**config.mk**
```make
export PLATFORM = sky130hd
export DESIGN_NAME = fir_decim_ctrl
export DESIGN_NICKNAME = d
export VERILOG_FILES = /design/src/rtl/fir_decim_pkg.sv /design/src/rtl/fir_decim_ctrl_fifo.sv /design/src/rtl/fir_decim_ctrl.sv
export SDC_FILE = /design/constraint.sdc
export NUM_CORES = 2
export LEC_CHECK = 0
export CAP_MARGIN = 40
export CORE_ASPECT_RATIO = 0.6
export CORE_MARGIN = 1
export CORE_UTILIZATION = 37
export DETAILED_ROUTE_END_ITERATION = 8
export DONT_BUFFER_PORTS = 1
export GPL_TIMING_DRIVEN = 1
export PLACE_DENSITY = 0.52
export SETUP_SLACK_MARGIN = 0.5
export SKIP_CTS_REPAIR_TIMING = 1
export SYNTH_ARGS = -nofsm -noshare
export SYNTH_HDL_FRONTEND = slang
export SYNTH_HIERARCHICAL = 1
export SYNTH_SLANG_ARGS = --single-unit
```
**constraint.sdc**
```tcl
create_clock -name c -period 48 [get_ports c]
set_input_delay 2.4 -clock c [delete_from_list [all_inputs] [get_ports c]]
set_output_delay 2.4 -clock c [all_outputs]
set_load 0.03 [all_outputs]
```
**src/rtl/fir_decim_pkg.sv**
```systemverilog
// Shared constants and state type for the decimating FIR sequencer.
// Sizes of ring, frame, FIFO and MAC pipeline live here.
package fir_decim_pkg;

   localparam int DW      = 192;
   localparam int AW      = 5;
   localparam int NMAC    = 16;
   localparam int DECIM   = 4;
   localparam int FDEPTH  = 8;
   localparam int MAC_LAT = 4;
   localparam int PW      = $clog2(NMAC);
   localparam int CW      = $clog2(FDEPTH) + 1;
   localparam int WSTEP   = NMAC / DECIM;

   typedef enum logic {IDLE, RUN} state_t;

endpackage

```
**src/rtl/fir_decim_ctrl_fifo.sv**
```systemverilog
// Input word FIFO with occupancy count.
// The head word is read straight from the storage registers.
module sync_fifo #(
   parameter int W     = 8,
   parameter int DEPTH = 8,
   parameter int CW    = $clog2(DEPTH) + 1
) (
   input  logic          clk,
   input  logic          rst_n,
   input  logic          push,
   input  logic [W-1:0]  din,
   input  logic          pop,
   output logic [W-1:0]  dout,
   output logic [CW-1:0] count,
   output logic          full
);

   localparam int PTW = $clog2(DEPTH);

   logic [W-1:0]   mem [DEPTH];
   logic [PTW-1:0] wptr;
   logic [PTW-1:0] rptr;
   logic           wr;

   // a push into a full FIFO is refused even if a pop happens too
   assign full = (count == CW'(DEPTH));
   assign wr   = push && !full;
   assign dout = mem[rptr];

   // storage write
   always_ff @(posedge clk) begin
      if (wr) mem[wptr] <= din;
   end

   // pointers and occupancy
   always_ff @(posedge clk or negedge rst_n) begin
      if (!rst_n) begin
         wptr  <= '0;
         rptr  <= '0;
         count <= '0;
      end else begin
         if (wr)  wptr <= wptr + 1'b1;
         if (pop) rptr <= rptr + 1'b1;
         count <= count + CW'(wr) - CW'(pop);
      end
   end

endmodule

```
**src/rtl/fir_decim_ctrl.sv**
```systemverilog
// Frame sequencer for the 8-ch decimate-by-4 symmetric FIR.
// FIR_DECIM_CTRL_STATS_EN adds the starvation counter ports.
module fir_decim_ctrl
   import fir_decim_pkg::*;
(
   input  logic          c,
   input  logic          reset_n,
   input  logic          en,
`ifdef FIR_DECIM_CTRL_STATS_EN
   input  logic          stats_clr,
   output logic [15:0]   stall_cnt,
`endif
   input  logic [DW-1:0] s_data,
   input  logic          s_valid,
   output logic          s_ready,
   output logic          ram_w,
   output logic [AW-1:0] ram_wa,
   output logic [DW-1:0] ram_wd,
   output logic [AW-1:0] ram_ra0,
   output logic [AW-1:0] ram_ra1,
   output logic [3:0]    coef_addr,
   output logic          mac_first,
   output logic          busy,
   output logic          ov
);

   state_t          state;
   state_t          state_n;
   logic [PW-1:0]   phase;
   logic [PW-1:0]   phase_n;
   logic [AW-1:0]   wa;
   logic [AW-1:0]   wa0;
   logic [CW-1:0]   count;
   logic            full;
   logic [DW-1:0]   head;
   logic            start;
   logic            last;
   logic            run_n;
   logic            wr_n;
   logic [MAC_LAT:0] dl;

   sync_fifo #(
      .W     (DW),
      .DEPTH (FDEPTH),
      .CW    (CW)
   ) u_fifo (
      .clk   (c),
      .rst_n (reset_n),
      .push  (s_valid),
      .din   (s_data),
      .pop   (ram_w),
      .dout  (head),
      .count (count),
      .full  (full)
   );

   assign s_ready = !full;
   assign start   = en && (count >= CW'(DECIM));
   assign last    = (state == RUN) && (phase == PW'(NMAC - 1));
   assign busy    = (state == RUN);
   assign ov      = dl[MAC_LAT];

   // frame sequencing: phase runs only in RUN
   always_comb begin
      state_n = state;
      phase_n = '0;
      case (state)
         IDLE: if (start) state_n = RUN;
         RUN: begin
            if (phase != PW'(NMAC - 1)) phase_n = phase + 1'b1;
            else if (!start)            state_n = IDLE;
         end
         default: state_n = IDLE;
      endcase
   end

   // outputs are loaded with the values for the coming issue cycle
   assign run_n = (state_n == RUN);
   assign wr_n  = run_n &&
                  ((phase_n & PW'(WSTEP - 1)) == PW'(1));

   // state register
   always_ff @(posedge c or negedge reset_n) begin
      if (!reset_n) begin
         state <= IDLE;
         phase <= '0;
      end else begin
         state <= state_n;
         phase <= phase_n;
      end
   end

   // address generator, ring write port and FIFO pop
   always_ff @(posedge c or negedge reset_n) begin
      if (!reset_n) begin
         ram_w     <= 1'b0;
         ram_wa    <= '0;
         ram_wd    <= '0;
         ram_ra0   <= '0;
         ram_ra1   <= '0;
         coef_addr <= '0;
         mac_first <= 1'b0;
         wa        <= '0;
         wa0       <= '0;
      end else begin
         ram_w <= wr_n;
         if (wr_n) begin
            ram_wa <= wa;
            ram_wd <= head;
         end
         if (ram_w) wa <= wa + 1'b1;
         if (run_n) begin
            coef_addr <= phase_n;
            mac_first <= (phase_n == '0);
            if (phase_n == '0) begin
               wa0     <= wa;
               ram_ra0 <= wa;
               ram_ra1 <= wa - 1'b1;
            end else begin
               ram_ra0 <= wa0 + AW'(phase_n);
               ram_ra1 <= wa0 - 1'b1 - AW'(phase_n);
            end
         end
      end
   end

   // MAC result delay line; ov marks the finished accumulation
   always_ff @(posedge c or negedge reset_n) begin
      if (!reset_n) dl <= '0;
      else          dl <= {dl[MAC_LAT-1:0], last};
   end

`ifdef FIR_DECIM_CTRL_STATS_EN
   // saturating count of idle cycles starved of input words
   always_ff @(posedge c or negedge reset_n) begin
      if (!reset_n)
         stall_cnt <= '0;
      else if (stats_clr)
         stall_cnt <= '0;
      else if (state == IDLE && en &&
               count < CW'(DECIM) &&
               stall_cnt != 16'hFFFF)
         stall_cnt <= stall_cnt + 1'b1;
   end
`endif

endmodule
```
==> results.md <==
- Outcome: finished, final reports clean
- Final setup skew: 0.04344 ns
- Critical path cell sequence: nand2_1 -> nor3_2 -> buf_4 -> buf_4 -> buf_16 -> buf_4 -> buf_12
- Most common cell after layout, fill and taps aside: edfxtp_1
- Worst path slowest cell: buf_4
- Row count: 120
- Startpoint Class: input port
- Count of final hold-check violations: 0
- Crit path kind: input port to flip-flop
- Number of buffers created by CTS: between 150 and 200
- Hold path cells: 0
- CTS tree: yes
- Syn Std Cell Area: between 60,000 and 70,000 um2
- All-layer global routing usage: 16.35%
- Vias per cell: 5.189
- Delay-heaviest family, CP: buffers and inverters
- Routed WL: 150.2 mm
- Initial antenna violation count: 9
- FF-to-FF Start: u_fifo/rptr[2]$_DFFE_PN0P_
- Synth Area in Compound Gates: 0.3122%
- Final slew viol count: 0
- Adder-cell share of the synthesized area: less than 1%
- H-tree Lvls: 4
- Total of max-cap violations: 0
- Most frequent cells in the layout: 1,536 x edfxtp_1, 384 x mux4_2, 286 x mux2_2
- Post-synth ARST share: 13.66%
- Unrepaired setup endpoints after global routing: false
- Largest net degree at the start of global routing: 244
- I/O Pins: 412
- Worst R2R End: ram_wd[132]$_DFFE_PN0P_
- Post-synthesis mux area share: 19.47%
- Power per cell area: 66.58 nW/um2
- Max_slew headroom: 24.27%
- IO buf count: 0
- Tightest Pin Transition: 1.136 ns
- Max Fanout on Critical Path: 48
- Dpl hpwl: 85.94 mm
- Gpl congestion: 0.7410
- Fin util: a little over two fifths
- Pre-antenna DRT Iters: 5
- First-pass GRT wire length: 219.2 mm
- VDD IR max: 0.04594 mV
- Total leakage power: 24.72 nW
- Setup TNS: 0 ns
- Crit path from: s_valid
- Initial core utilization: 37.49%
- Final period utilization: 9.739%
- Register clock-pin slew on the reported worst setup and hold paths: roughly 0.060 ns
- R2R cell count: 7
- Top-area cell type share of the netlist area: 68.51%
- Clock tree buffer depth: 4
- Hold crit path type: flip-flop to flip-flop
- Via count: 28,465
- Die width: 552.7 um
- Residual DRC count: 0
- Crit path buffers/inverters: 5
- Post-Synthesis Cells: 2,850
- Count of cell types in the netlist: 40
- Share of layout cells above drive strength 1: approximately a third
- Xor-xnor portion of the synthesized cell area: 0.2602%
- Stages on the worst setup path: 7
- Max incr delay on CP: 0.67 ns
- GRT Residual Overflow: 0
- Syn Area/Cell: 23.62 um2
- Max Freq: 0.2139 GHz
- Initial DRC Count: 1,833
- YS warnings: 6
- Routed Antenna Nets: 0
- Post-synthesis register bit count: 1,779
- CP most frequent cell: buf_4
- Die Height: 332.4 um
- Core ar.: approximately 180,000 um2
- Post-synth top flop: edfxtp_1
- Worst EP arrival: 5.15 ns
- CTS Sinks: 1,779
- Main combinational cell family by area after synthesis: multiplexers
- # fillers: 15,090
- Skew-Pair Late Insertion Delay: 0.82 ns
- Critical Path End Type: flip-flop
- Syn_nets: 3,068
- Minimum clock period: 4.675 ns
- Die ar.: 183,700 um2
- Layout area overhead: 13.46%
- CP required: around 48 ns
- Setup crit end: u_fifo/mem[3][26]$_DFFE_PP_
- Area contributors post-synth: edfxtp_1 69%, mux4_2 13%, dfrtp_1 9.0%, mux2_2 4.8%, mux2_1 1.8%
- Area leader, netlist: edfxtp_1
- R2R Setup Slk: 43.95 ns
- Register area share after synthesis: between 70 and 80%
- Root buffer cell: clkbuf_16
- # setup viols final: 0
- Nets: between 3,000 and 4,000
- Per-cell routed wire length: between 20 and 30 um
- Number of synthesized flops with an enable pin: about 1,500
- Simple-Gate Fraction of Synth Area: 0.4553%
- Number of global-route vias before repair: 31,007
how the worst min path moves through the flow:
stage,startpoint,endpoint,slack (ns)
6_report,dl[2]$_DFF_PN0_,dl[3]$_DFF_PN0_,0.35
5_1_grt,dl[2]$_DFF_PN0_,dl[3]$_DFF_PN0_,0.36
4_1_cts,dl[2]$_DFF_PN0_,dl[3]$_DFF_PN0_,0.35
3_5_place_dp,dl[2]$_DFF_PN0_,dl[3]$_DFF_PN0_,0.34
3_3_place_gp,dl[0]$_DFF_PN0_,dl[1]$_DFF_PN0_,0.34
2_1_floorplan,dl[0]$_DFF_PN0_,dl[1]$_DFF_PN0_,0.33
power breakdown:
part / switching (mW) / internal (mW) / leakage [nW]
sequential: 0.333 / 2.00 / 16.8
clock: 0.568 / 0.807 / 2.80
combinational: 0.690 / 0.692 / 5.12
total: 1.59 / 3.49 / 24.7
flip-flops by register name (all words and copies together), names as in the netlist:
| signal | flops |
|---|---|
| dl | 5 |
| ram_wa | 5 |
| mac_first | 1 |
| busy | 1 |
| wa0 | 5 |
| u_fifo/mem | 1536 |
| ram_w | 1 |
| ram_ra0 | 5 |
| ram_wd | 192 |
| u_fifo/count | 4 |
| ram_ra1 | 5 |
| u_fifo/rptr | 3 |
| u_fifo/wptr | 3 |
| wa | 5 |
| phase | 4 |
| coef_addr | 4 |
area by class of cell:
class | instances | area, um2 | share of cell area (%)
Multi-Input combinational cell | 911 | 14140 | 18.52
Sequential cell | 1779 | 52220 | 68.36
Clock buffer | 233 | 4813 | 6.301
Tap cell | 2379 | 2977 | 3.897
Timing Repair Buffer | 77 | 1204 | 1.576
Clock inverter | 78 | 930.9 | 1.219
Inverter | 25 | 93.84 | 0.1228
Antenna cell | 4 | 10.01 | 0.01310
Yosys cell counts, types with 2 or more instances:
master       n
buf_2       20
dfrtp_1    243
nand4_1      3
ha_1        19
mux2_1     109
nor3_1       6
fa_1         3
a21o_1       2
nor2_1       6
and3_1       3
buf_6       53
xnor2_1     14
buf_1       31
nand2b_1     6
a21oi_1      7
xor2_1       6
nand3_1      4
clkbuf_1    31
o221a_2      2
mux2_2     286
o21ai_0      4
nand2_1     24
o221ai_1     9
edfxtp_1  1536
inv_1       25
mux4_2     384
cells by family after synthesis:
group           count (synthesis)
fa+ha+maj                      22
mux                           780
buf+inv                       160
xor+xnor                       20
compound gates                 29
simple gates                   60
flops                        1779
routing by layer:
metal | vias to the layer above | global-route usage (%) | share of wire (%)
li1 | 12079 | - | -
met1 | 15591 | 20.78 | 42
met2 | 588 | 27.48 | 49
met3 | 207 | 4.949 | 6.8
met4 | 0 | 3.881 | 2.1
met5 | - | 0 | 0
per-stage QoR:
stage	std cells	setup slack, ns	hold WS, ns	total power, mW	cell area, um2
CTS	5482	43.30	0.3518	5.183	76380
finish	5486	43.33	0.3537	5.086	76390
detailed placement	5171	42.41	0.3394	3.788	70640
global route	5483	43.21	0.3633	5.323	76380
floorplan	2850	26.18	0.3312	3.435	67320
global placement	5142	41.87	0.3369	3.711	69870
(Power assumes the default switching activity.)
